`config.mk`:
```
export PLATFORM = sky130hd
export DESIGN_NAME = pcie_rd_fram_packer
export DESIGN_NICKNAME = d
export VERILOG_FILES = /design/src/rtl/pcie_rd_fram_packer.sv
export SDC_FILE = /design/constraint.sdc
export NUM_CORES = 1
export LEC_CHECK = 0
export CORE_MARGIN = 1.5
export CORE_UTILIZATION = 45
export CTS_CLUSTER_DIAMETER = 120
export DETAILED_ROUTE_END_ITERATION = 10
export PLACE_DENSITY = 0.74
export SLEW_MARGIN = 40
export SYNTH_ARGS = -nofsm -noshare
export SYNTH_HDL_FRONTEND = slang
export SYNTH_SLANG_ARGS = --single-unit
```
`constraint.sdc`:
```
create_clock -name wr_clk_i -period 59 [get_ports wr_clk_i]
set_clock_uncertainty 0.05 [all_clocks]
set_input_delay 11.8 -clock wr_clk_i [delete_from_list [all_inputs] [get_ports wr_clk_i]]
set_output_delay 11.8 -clock wr_clk_i [all_outputs]
set_load 0.05 [all_outputs]
```
`src/rtl/pcie_rd_fram_packer.sv`:
```
// Packs a pixel stream into RAM-width words and writes them into a
// ping-pong frame buffer. Each half carries a ready flag and a committed
// word count, and the reader hands a half back with a release pulse.
module pcie_rd_fram_packer #(
  parameter int PIX_WIDTH  = 16,
  parameter int DATA_WIDTH = 256,
  parameter int ADDR_WIDTH = 9
) (
  input  logic                    wr_clk_i,
  input  logic                    wr_rst_i,
  input  logic                    frame_start_i,
  input  logic                    pix_valid_i,
  input  logic [PIX_WIDTH-1:0]    pix_data_i,
  input  logic                    pix_last_i,
  output logic                    pix_ready_o,
  output logic                    ram_wr_en_o,
  output logic [ADDR_WIDTH-1:0]   ram_wr_addr_o,
  output logic [DATA_WIDTH-1:0]   ram_wr_data_o,
  output logic [1:0]              buf_ready_o,
  output logic [2*ADDR_WIDTH-1:0] buf_len_o,
  input  logic [1:0]              buf_release_i,
  output logic                    frame_done_o
);

  localparam int LANES      = DATA_WIDTH / PIX_WIDTH;
  localparam int HALF_WORDS = 2 ** (ADDR_WIDTH - 1);
  localparam int IDX_W      = ADDR_WIDTH - 1;
  localparam int LANE_W     = (LANES > 1) ? $clog2(LANES) : 1;

  typedef enum logic [1:0] {S_IDLE, S_FILL, S_COMMIT, S_WAIT} state_t;

  state_t                  state_q;
  logic                    cur_half_q;
  logic [IDX_W-1:0]        word_idx_q;
  logic [LANE_W-1:0]       lane_q;
  logic [DATA_WIDTH-1:0]   pack_q;
  logic                    last_q;
  logic                    ram_wr_en_q;
  logic [ADDR_WIDTH-1:0]   ram_wr_addr_q;
  logic [DATA_WIDTH-1:0]   ram_wr_data_q;
  logic [1:0]              buf_ready_q;
  logic [2*ADDR_WIDTH-1:0] buf_len_q;
  logic                    frame_done_q;

  logic [1:0]              buf_ready_d;
  logic [2*ADDR_WIDTH-1:0] buf_len_d;
  logic [DATA_WIDTH-1:0]   merged;
  logic                    accept;
  logic                    word_done;
  logic                    commit;
  logic                    next_half;

  // The only combinational path: a fresh frame sync blocks acceptance at once.
  assign pix_ready_o = (state_q == S_FILL) & ~frame_start_i;
  assign accept      = pix_valid_i & pix_ready_o;
  assign word_done   = (lane_q == LANE_W'(LANES - 1)) | pix_last_i;
  assign next_half   = ~cur_half_q;

  // Drop the incoming pixel into its lane; lanes above it are still zero
  // because the pack register is cleared after every emitted word.
  for (genvar gi = 0; gi < LANES; gi++) begin : g_lane
    assign merged[gi*PIX_WIDTH +: PIX_WIDTH] =
        (lane_q == LANE_W'(gi)) ? pix_data_i : pack_q[gi*PIX_WIDTH +: PIX_WIDTH];
  end

  // Per-half bookkeeping: release clears, a commit sets (and wins on the same bit).
  always_comb begin
    commit      = (state_q == S_COMMIT) & ~frame_start_i;
    buf_ready_d = buf_ready_q & ~buf_release_i;
    buf_len_d   = buf_len_q;
    if (commit) begin
      buf_ready_d[cur_half_q] = 1'b1;
      buf_len_d[cur_half_q*ADDR_WIDTH +: ADDR_WIDTH] =
          ADDR_WIDTH'({1'b0, word_idx_q}) + ADDR_WIDTH'(1);
    end
  end

  // Packing FSM with registered RAM write port and status outputs.
  always_ff @(posedge wr_clk_i or posedge wr_rst_i) begin
    if (wr_rst_i) begin
      state_q       <= S_IDLE;
      cur_half_q    <= 1'b0;
      word_idx_q    <= '0;
      lane_q        <= '0;
      pack_q        <= '0;
      last_q        <= 1'b0;
      ram_wr_en_q   <= 1'b0;
      ram_wr_addr_q <= '0;
      ram_wr_data_q <= '0;
      buf_ready_q   <= '0;
      buf_len_q     <= '0;
      frame_done_q  <= 1'b0;
    end else begin
      ram_wr_en_q  <= 1'b0;
      frame_done_q <= 1'b0;
      buf_ready_q  <= buf_ready_d;
      buf_len_q    <= buf_len_d;
      if (frame_start_i) begin
        // Abandon any partial word and restart at the bottom of half 0.
        lane_q     <= '0;
        word_idx_q <= '0;
        cur_half_q <= 1'b0;
        pack_q     <= '0;
        last_q     <= 1'b0;
        state_q    <= buf_ready_q[0] ? S_WAIT : S_FILL;
      end else begin
        case (state_q)
          S_FILL: begin
            if (accept) begin
              if (word_done) begin
                ram_wr_en_q   <= 1'b1;
                ram_wr_addr_q <= {cur_half_q, word_idx_q};
                ram_wr_data_q <= merged;
                pack_q        <= '0;
                lane_q        <= '0;
                if (pix_last_i || (word_idx_q == IDX_W'(HALF_WORDS - 1))) begin
                  state_q <= S_COMMIT;
                  last_q  <= pix_last_i;
                end else begin
                  word_idx_q <= word_idx_q + IDX_W'(1);
                end
              end else begin
                pack_q <= merged;
                lane_q <= lane_q + LANE_W'(1);
              end
            end
          end
          S_COMMIT: begin
            word_idx_q <= '0;
            if (last_q) begin
              frame_done_q <= 1'b1;
              last_q       <= 1'b0;
              state_q      <= S_IDLE;
            end else begin
              cur_half_q <= next_half;
              state_q    <= (!buf_ready_q[next_half] || buf_release_i[next_half])
                            ? S_FILL : S_WAIT;
            end
          end
          S_WAIT: begin
            // Also leave if the half is already free, so a release that
            // arrived together with frame_start cannot strand the writer.
            if (buf_release_i[cur_half_q] || !buf_ready_q[cur_half_q]) begin
              state_q <= S_FILL;
            end
          end
          default: ;
        endcase
      end
    end
  end

  assign ram_wr_en_o   = ram_wr_en_q;
  assign ram_wr_addr_o = ram_wr_addr_q;
  assign ram_wr_data_o = ram_wr_data_q;
  assign buf_ready_o   = buf_ready_q;
  assign buf_len_o     = buf_len_q;
  assign frame_done_o  = frame_done_q;

endmodule

```
======== Word level (Yosys, flattened, before mapping) ========
Cells that the tools add are included.
word-level totals
  register bits after elaboration ......... 559
  logic and storage cells ................. 139
  input bits .............................. 23
cells by class
  order comparisons ....................... 3
  add/sub/neg operators ................... 4
  shifts and indexed selects .............. 2
  reduce and logical (&&, ||, !) cells .... 18
  multiplexer cells ....................... 65
  eq/ne operators ......................... 25
  bitwise logic cells ..................... 9
  $mul .................................... 1
operators with widths
  operator                   count
  $mux W256                  4
  $mux W16                   16
  $neg A5 Y34                1
  $shift A9 B34 Y18 const A  1
  $shiftx A9 B34 Y18         1
  $eq A4 B4 Y1 const B       8
  $mux W8                    4
  $mux W1                    23
  $bwmux W18                 1
  $mux W2                    9
  $eq A4 B3 Y1 const B       4
  $mux W4                    4
  $pmux W8 S2                1
  $ne A3 B3 Y1 const B       4
  $reduce_and A4 Y1          3
  $add A8 B1 Y9 const B      1
  $add A8 B1 Y8 const B      1
  $eq A4 B2 Y1 const B       2
  $eq A8 B8 Y1 const B       1
  $pmux W2 S3                1
  $reduce_bool A2 Y1         3
  $mul A1 B4 Y5 const B      1
  $reduce_and A5 Y1          1
  $add A4 B1 Y4 const B      1
  other kinds (22)           31

======== Depth between registers and ports, before layout ========
  word-level depth ........................ 9
  depth in mapped cells ................... 9
  depth with buffers taken out ............ 6

======== Worst setup path before layout ========
Ideal clock, no wire load.
  path kind ............................... input-to-output
  start point ............................. input port frame_start_i
  end point ............................... output port pix_ready_o
  arrival time ............................ 13.096 ns
  path buffers ............................ 0
  stages on the path ...................... 1
  setup slack ............................. 34.054 ns
  path through ............................ nor3b_1
between the ends
  longest elaborated chain between the ends .. 2
ends and longest elaborated chain
  element                      RTL line  RTL
  start, declared              11        input logic frame_start_i,
  $not A1 Y1 (no source line)  -
  $and A1 B1 Y1                54        assign pix_ready_o = (state_q == S_FILL) & ~frame_start_i;
  end, declared                15        output logic pix_ready_o,
Every way passes these cells.

======== Worst setup path after layout ========
Ends and elaborated chain as after synthesis.

==> metrics.txt <==
# TYPE chip_impl_metric gauge
chip_impl_metric{name="routed_wirelength_normalized_by_instance_count",unit="µm"} 21.3
chip_impl_info{name="critical-path-top-cell-by-count",value="sky130_fd_sc_hd__clkdlybuf4s50_1"} 1
chip_impl_metric{name="max-vdd-ir-drop",unit="µV"} 20.0
chip_impl_metric{name="synth_nets",unit=""} 2025
chip_impl_metric{name="dpl_worst_slack",unit="ns"} 33.27
chip_impl_metric{name="syn2layout_area_growth",unit="%"} 22.8
chip_impl_metric{name="antenna_violations_before_repair",unit=""} 0
chip_impl_metric{name="post_cts_resize_count",unit=""} 0
chip_impl_metric{name="core-area",unit="mm²"} 0.0513
chip_impl_metric{name="io_pins",unit=""} 311
chip_impl_info{name="path_cells",value="clkdlybuf4s50_1 > nor3b_1 > clkdlybuf4s50_1"} 1
chip_impl_metric{name="rows",unit=""} 83
chip_impl_metric{name="drtIter0Drc",unit=""} 1310
chip_impl_metric{name="post_route_cells_drive_above_1_share",unit="%"} 7.86
chip_impl_metric{name="post_cts.repair.setup_buffers",unit=""} 0
chip_impl_info{name="critical_path.slowest_cell",value="sky130_fd_sc_hd__clkdlybuf4s50_1"} 1
chip_impl_info{name="synth_ff_type",value="sky130_fd_sc_hd__dfrtp_1"} 1
chip_impl_metric{name="synth-edff-count",unit=""} 0
chip_impl_info{name="crit_path_end_kind",value="output pin"} 1
chip_impl_metric{name="die_area",unit="mm²"} 0.0533
chip_impl_info{name="clock_tree_from_tritoncts",value="built"} 1
chip_impl_metric{name="detailroute.via_count",unit=""} 16400
chip_impl_metric{name="synth_area",unit="mm²"} 0.0234
chip_impl_metric{name="clock_tree_buf_depth",unit=""} 3
chip_impl_metric{name="rr_worst_depth",unit=""} 7
chip_impl_metric{name="hold-worst-slack",unit="ns"} 0.426
chip_impl_metric{name="detail_route.drc_violations",unit=""} 0
chip_impl_metric{name="clk_latency",unit="ns"} 0.61
chip_impl_metric{name="timing.final.setup_violations",unit=""} 0
chip_impl_metric{name="final_cell_area",unit="mm²"} 0.0287
chip_impl_metric{name="globalplace.congestion",unit=""} 0.817
chip_impl_metric{name="clock.fmax",unit="MHz"} 38.8
chip_impl_metric{name="tritoncts_num_sinks",unit=""} 559
chip_impl_metric{name="hold_viol_final",unit=""} 0
chip_impl_metric{name="synth_cell_type_count",unit=""} 48
chip_impl_metric{name="post-route-util",unit="%"} 55.9
chip_impl_metric{name="power_leakage",unit="nW"} 13.4
chip_impl_metric{name="avgViaCountPerCell",unit=""} 5.61
chip_impl_metric{name="totalWireLength",unit="mm"} 62.1
chip_impl_metric{name="antenna_left",unit=""} 0
chip_impl_metric{name="placed_cell_area",unit="mm²"} 0.0266
chip_impl_metric{name="globalRoute.totalOverflow",unit=""} 0
chip_impl_metric{name="grt_max_degree",unit=""} 152
chip_impl_metric{name="placement.io_buffers",unit=""} 310
chip_impl_info{name="setup.worst_path.start_class",value="input port"} 1
chip_impl_metric{name="global_route.usage.total",unit="%"} 23.1
chip_impl_info{name="outcome",value="finished clean"} 1
chip_impl_info{name="min-delay-path-class",value="reg -> reg"} 1
chip_impl_metric{name="critical_path.max_stage_delay",unit="ns"} 0.91
chip_impl_metric{name="critPathArrivalTime",unit="ns"} 13.91
chip_impl_metric{name="first_global_vias",unit=""} 16500
chip_impl_metric{name="layout_worst_path_cycle_share",unit="%"} 43.7
chip_impl_metric{name="postSynthRegisterBits",unit=""} 559
chip_impl_metric{name="slew_worst_pin",unit="ns"} 0.880
chip_impl_metric{name="fp.dieH",unit="µm"} 231
chip_impl_metric{name="yosysSeqAreaShare",unit="%"} 59.9
chip_impl_metric{name="cp_max_fo",unit=""} 16
chip_impl_metric{name="antenna-diode-count",unit=""} 0
chip_impl_metric{name="synth-async-reset-ratio",unit="%"} 100
chip_impl_metric{name="synth.yosys.warnings",unit=""} 0
chip_impl_metric{name="drt-pass1-iter-count",unit=""} 5
chip_impl_metric{name="grt_pass1_wl",unit="mm"} 96.5
chip_impl_metric{name="cts_htree_levels",unit=""} 2
chip_impl_metric{name="die_w",unit="µm"} 231
chip_impl_metric{name="postSynthCellCount",unit=""} 1997
chip_impl_metric{name="post_cts_hold_buffer_count",unit=""} 0
chip_impl_metric{name="clk_transition_reported_paths",unit="ns"} 0.06
chip_impl_metric{name="worst-endpoint-required",unit="ns"} 47.15
chip_impl_metric{name="tns",unit="ns"} 0
chip_impl_metric{name="finalWorstSetupSlack",unit="ns"} 33.24
chip_impl_info{name="path_class",value="in -> out"} 1
chip_impl_metric{name="initial_utilization",unit="%"} 45.6
chip_impl_metric{name="dp_hpwl",unit="mm"} 38.1
chip_impl_metric{name="final_max_slew_viol_count",unit=""} 0
chip_impl_metric{name="timing.max_cap.violations",unit=""} 0
chip_impl_metric{name="syn_avg_cell_area",unit="µm²"} 11.7
chip_impl_info{name="grt_setup_unrepaired",value="false"} 1
chip_impl_metric{name="tritoncts.num_buffers",unit=""} 57
chip_impl_metric{name="finalNetCount",unit=""} 2225
chip_impl_metric{name="post-route-min-period",unit="ns"} 25.76
chip_impl_info{name="clk_root_buffer_cell",value="sky130_fd_sc_hd__clkbuf_16"} 1
chip_impl_metric{name="worst_slew_margin_rel",unit="%"} 41.3
chip_impl_metric{name="pwr_density_cell",unit="mW/mm²"} 30.7
chip_impl_metric{name="hold_path_depth",unit=""} 2
[cell type report]
cell class	instances	area [µm²]
clock buffer	82	1630
clock inverter	20	388
fill	4278	22600
inverter	20	87.6
multi-input combinational	1228	8480
sequential	559	14000
tap	680	851
timing repair buffer	331	3270
[report_power, final]
part / internal [mW] / leakage (nW) / switching, mW
sequential: 0.392 / 7.76 / 0.00698
combinational: 0.0236 / 4.64 / 0.0686
clock: 0.239 / 0.981 / 0.150
[sequential cells by signal, indices dropped and copies added, names as in the netlist]
register and flops:
cur_half_q 1, ram_wr_en_o 1, state_q 2, word_idx_q 8, last_q 1, pack_q 256, buf_len_o 18, frame_done_o 1
ram_wr_data_o 256, buf_ready_o 2, ram_wr_addr_o 9, lane_q 4
[critical path, delay by kind of cell]
family | cells | cell delay (ns)
buffers and inverters | 2 | 1.60
and+or+nand+nor | 1 | 0.50
[cell usage in the layout, fill, tap and decap left out, types with 3 or more instances in the layout]
master	n
sky130_fd_sc_hd__nor2b_1	4
sky130_fd_sc_hd__nor2_1	9
sky130_fd_sc_hd__and3_1	6
sky130_fd_sc_hd__mux2_2	5
sky130_fd_sc_hd__nor3b_1	4
sky130_fd_sc_hd__nor2b_2	5
sky130_fd_sc_hd__and2_1	21
sky130_fd_sc_hd__ha_1	5
sky130_fd_sc_hd__nor3b_2	4
sky130_fd_sc_hd__bufinv_16	11
sky130_fd_sc_hd__clkdlybuf4s50_1	294
sky130_fd_sc_hd__and2_2	3
sky130_fd_sc_hd__o211ai_1	3
sky130_fd_sc_hd__buf_4	20
sky130_fd_sc_hd__o21ai_4	8
sky130_fd_sc_hd__clkbuf_1	16
sky130_fd_sc_hd__dfrtp_1	559
sky130_fd_sc_hd__clkbuf_8	8
sky130_fd_sc_hd__inv_1	19
sky130_fd_sc_hd__nand3_1	9
sky130_fd_sc_hd__clkbuf_16	59
sky130_fd_sc_hd__a22o_1	240
sky130_fd_sc_hd__nor2_4	9
sky130_fd_sc_hd__buf_6	8
sky130_fd_sc_hd__nand3_2	4
sky130_fd_sc_hd__a31oi_1	6
sky130_fd_sc_hd__clkinv_2	5
sky130_fd_sc_hd__o21ai_0	288
sky130_fd_sc_hd__mux2i_1	257
sky130_fd_sc_hd__a21oi_1	9
sky130_fd_sc_hd__o21ai_2	7
sky130_fd_sc_hd__o22ai_1	3
sky130_fd_sc_hd__xnor2_1	9
sky130_fd_sc_hd__nand2_1	284
sky130_fd_sc_hd__nand3b_1	3
sky130_fd_sc_hd__buf_2	6
[final timing paths]
path                                    start                 end  slack [ns]
setup reg to reg                    lane_q[0]   ram_wr_data_o[98]       55.21
setup / recovery                frame_start_i         pix_ready_o       33.24
max in group asynchronous            wr_rst_i  ram_wr_data_o[116]       44.42
hold / removal             ram_wr_data_o[172]  ram_wr_data_o[172]        0.43
hold reg to reg            ram_wr_data_o[172]  ram_wr_data_o[172]        0.43
min in group asynchronous            wr_rst_i      buf_ready_o[0]       11.70
[routing by layer]
layer	wire [µm]	vias to the layer above	track usage [%]
met4	1400	0	6.68
met3	3840	86	4.69
met2	29000	511	36.6
met5	0	-	0
met1	27800	8330	32.2
li1	-	7453	-
[cells by family (layout without fill, tap and decap cells)]
logic type,count (synthesis),in the layout,share of synthesized area (%)
compound gates,571,571,16.8
flops,559,559,59.9
simple gates,381,381,7.37
mux,262,262,11.2
buf+inv,210,453,4.15
xor+xnor,9,9,0.337
fa+ha+maj,5,5,0.268
[synthesized netlist by cell type (all sizes together) (3+ instances only)]
| master | n | area share [%] |
|---|---|---|
| nor2 | 19 | 0.66 |
| nor3b | 8 | 0.26 |
| nand2 | 286 | 4.6 |
| o22ai | 3 | 0.080 |
| and3 | 6 | 0.16 |
| o21ai | 303 | 7.0 |
| clkbuf | 126 | 2.0 |
| inv | 20 | 0.32 |
| buf | 64 | 1.8 |
| and2 | 24 | 0.64 |
| a31oi | 7 | 0.19 |
| a21oi | 9 | 0.19 |
| dfrtp | 559 | 60 |
| mux2 | 5 | 0.24 |
| nand3b | 3 | 0.096 |
| nor2b | 9 | 0.24 |
| mux2i | 257 | 11 |
| xnor2 | 9 | 0.34 |
| a22o | 240 | 9.0 |
| ha | 5 | 0.27 |
| nand3 | 13 | 0.28 |
| o211ai | 3 | 0.096 |
[stage by stage]
step                total power, mW  std cells
floorplan                     0.468       1997
global placement              0.496       2815
detailed placement            0.499       2817
CTS                           0.888       2919
global route                  0.911       2920
finish                        0.881       2920
(Power assumes the default switching activity.)
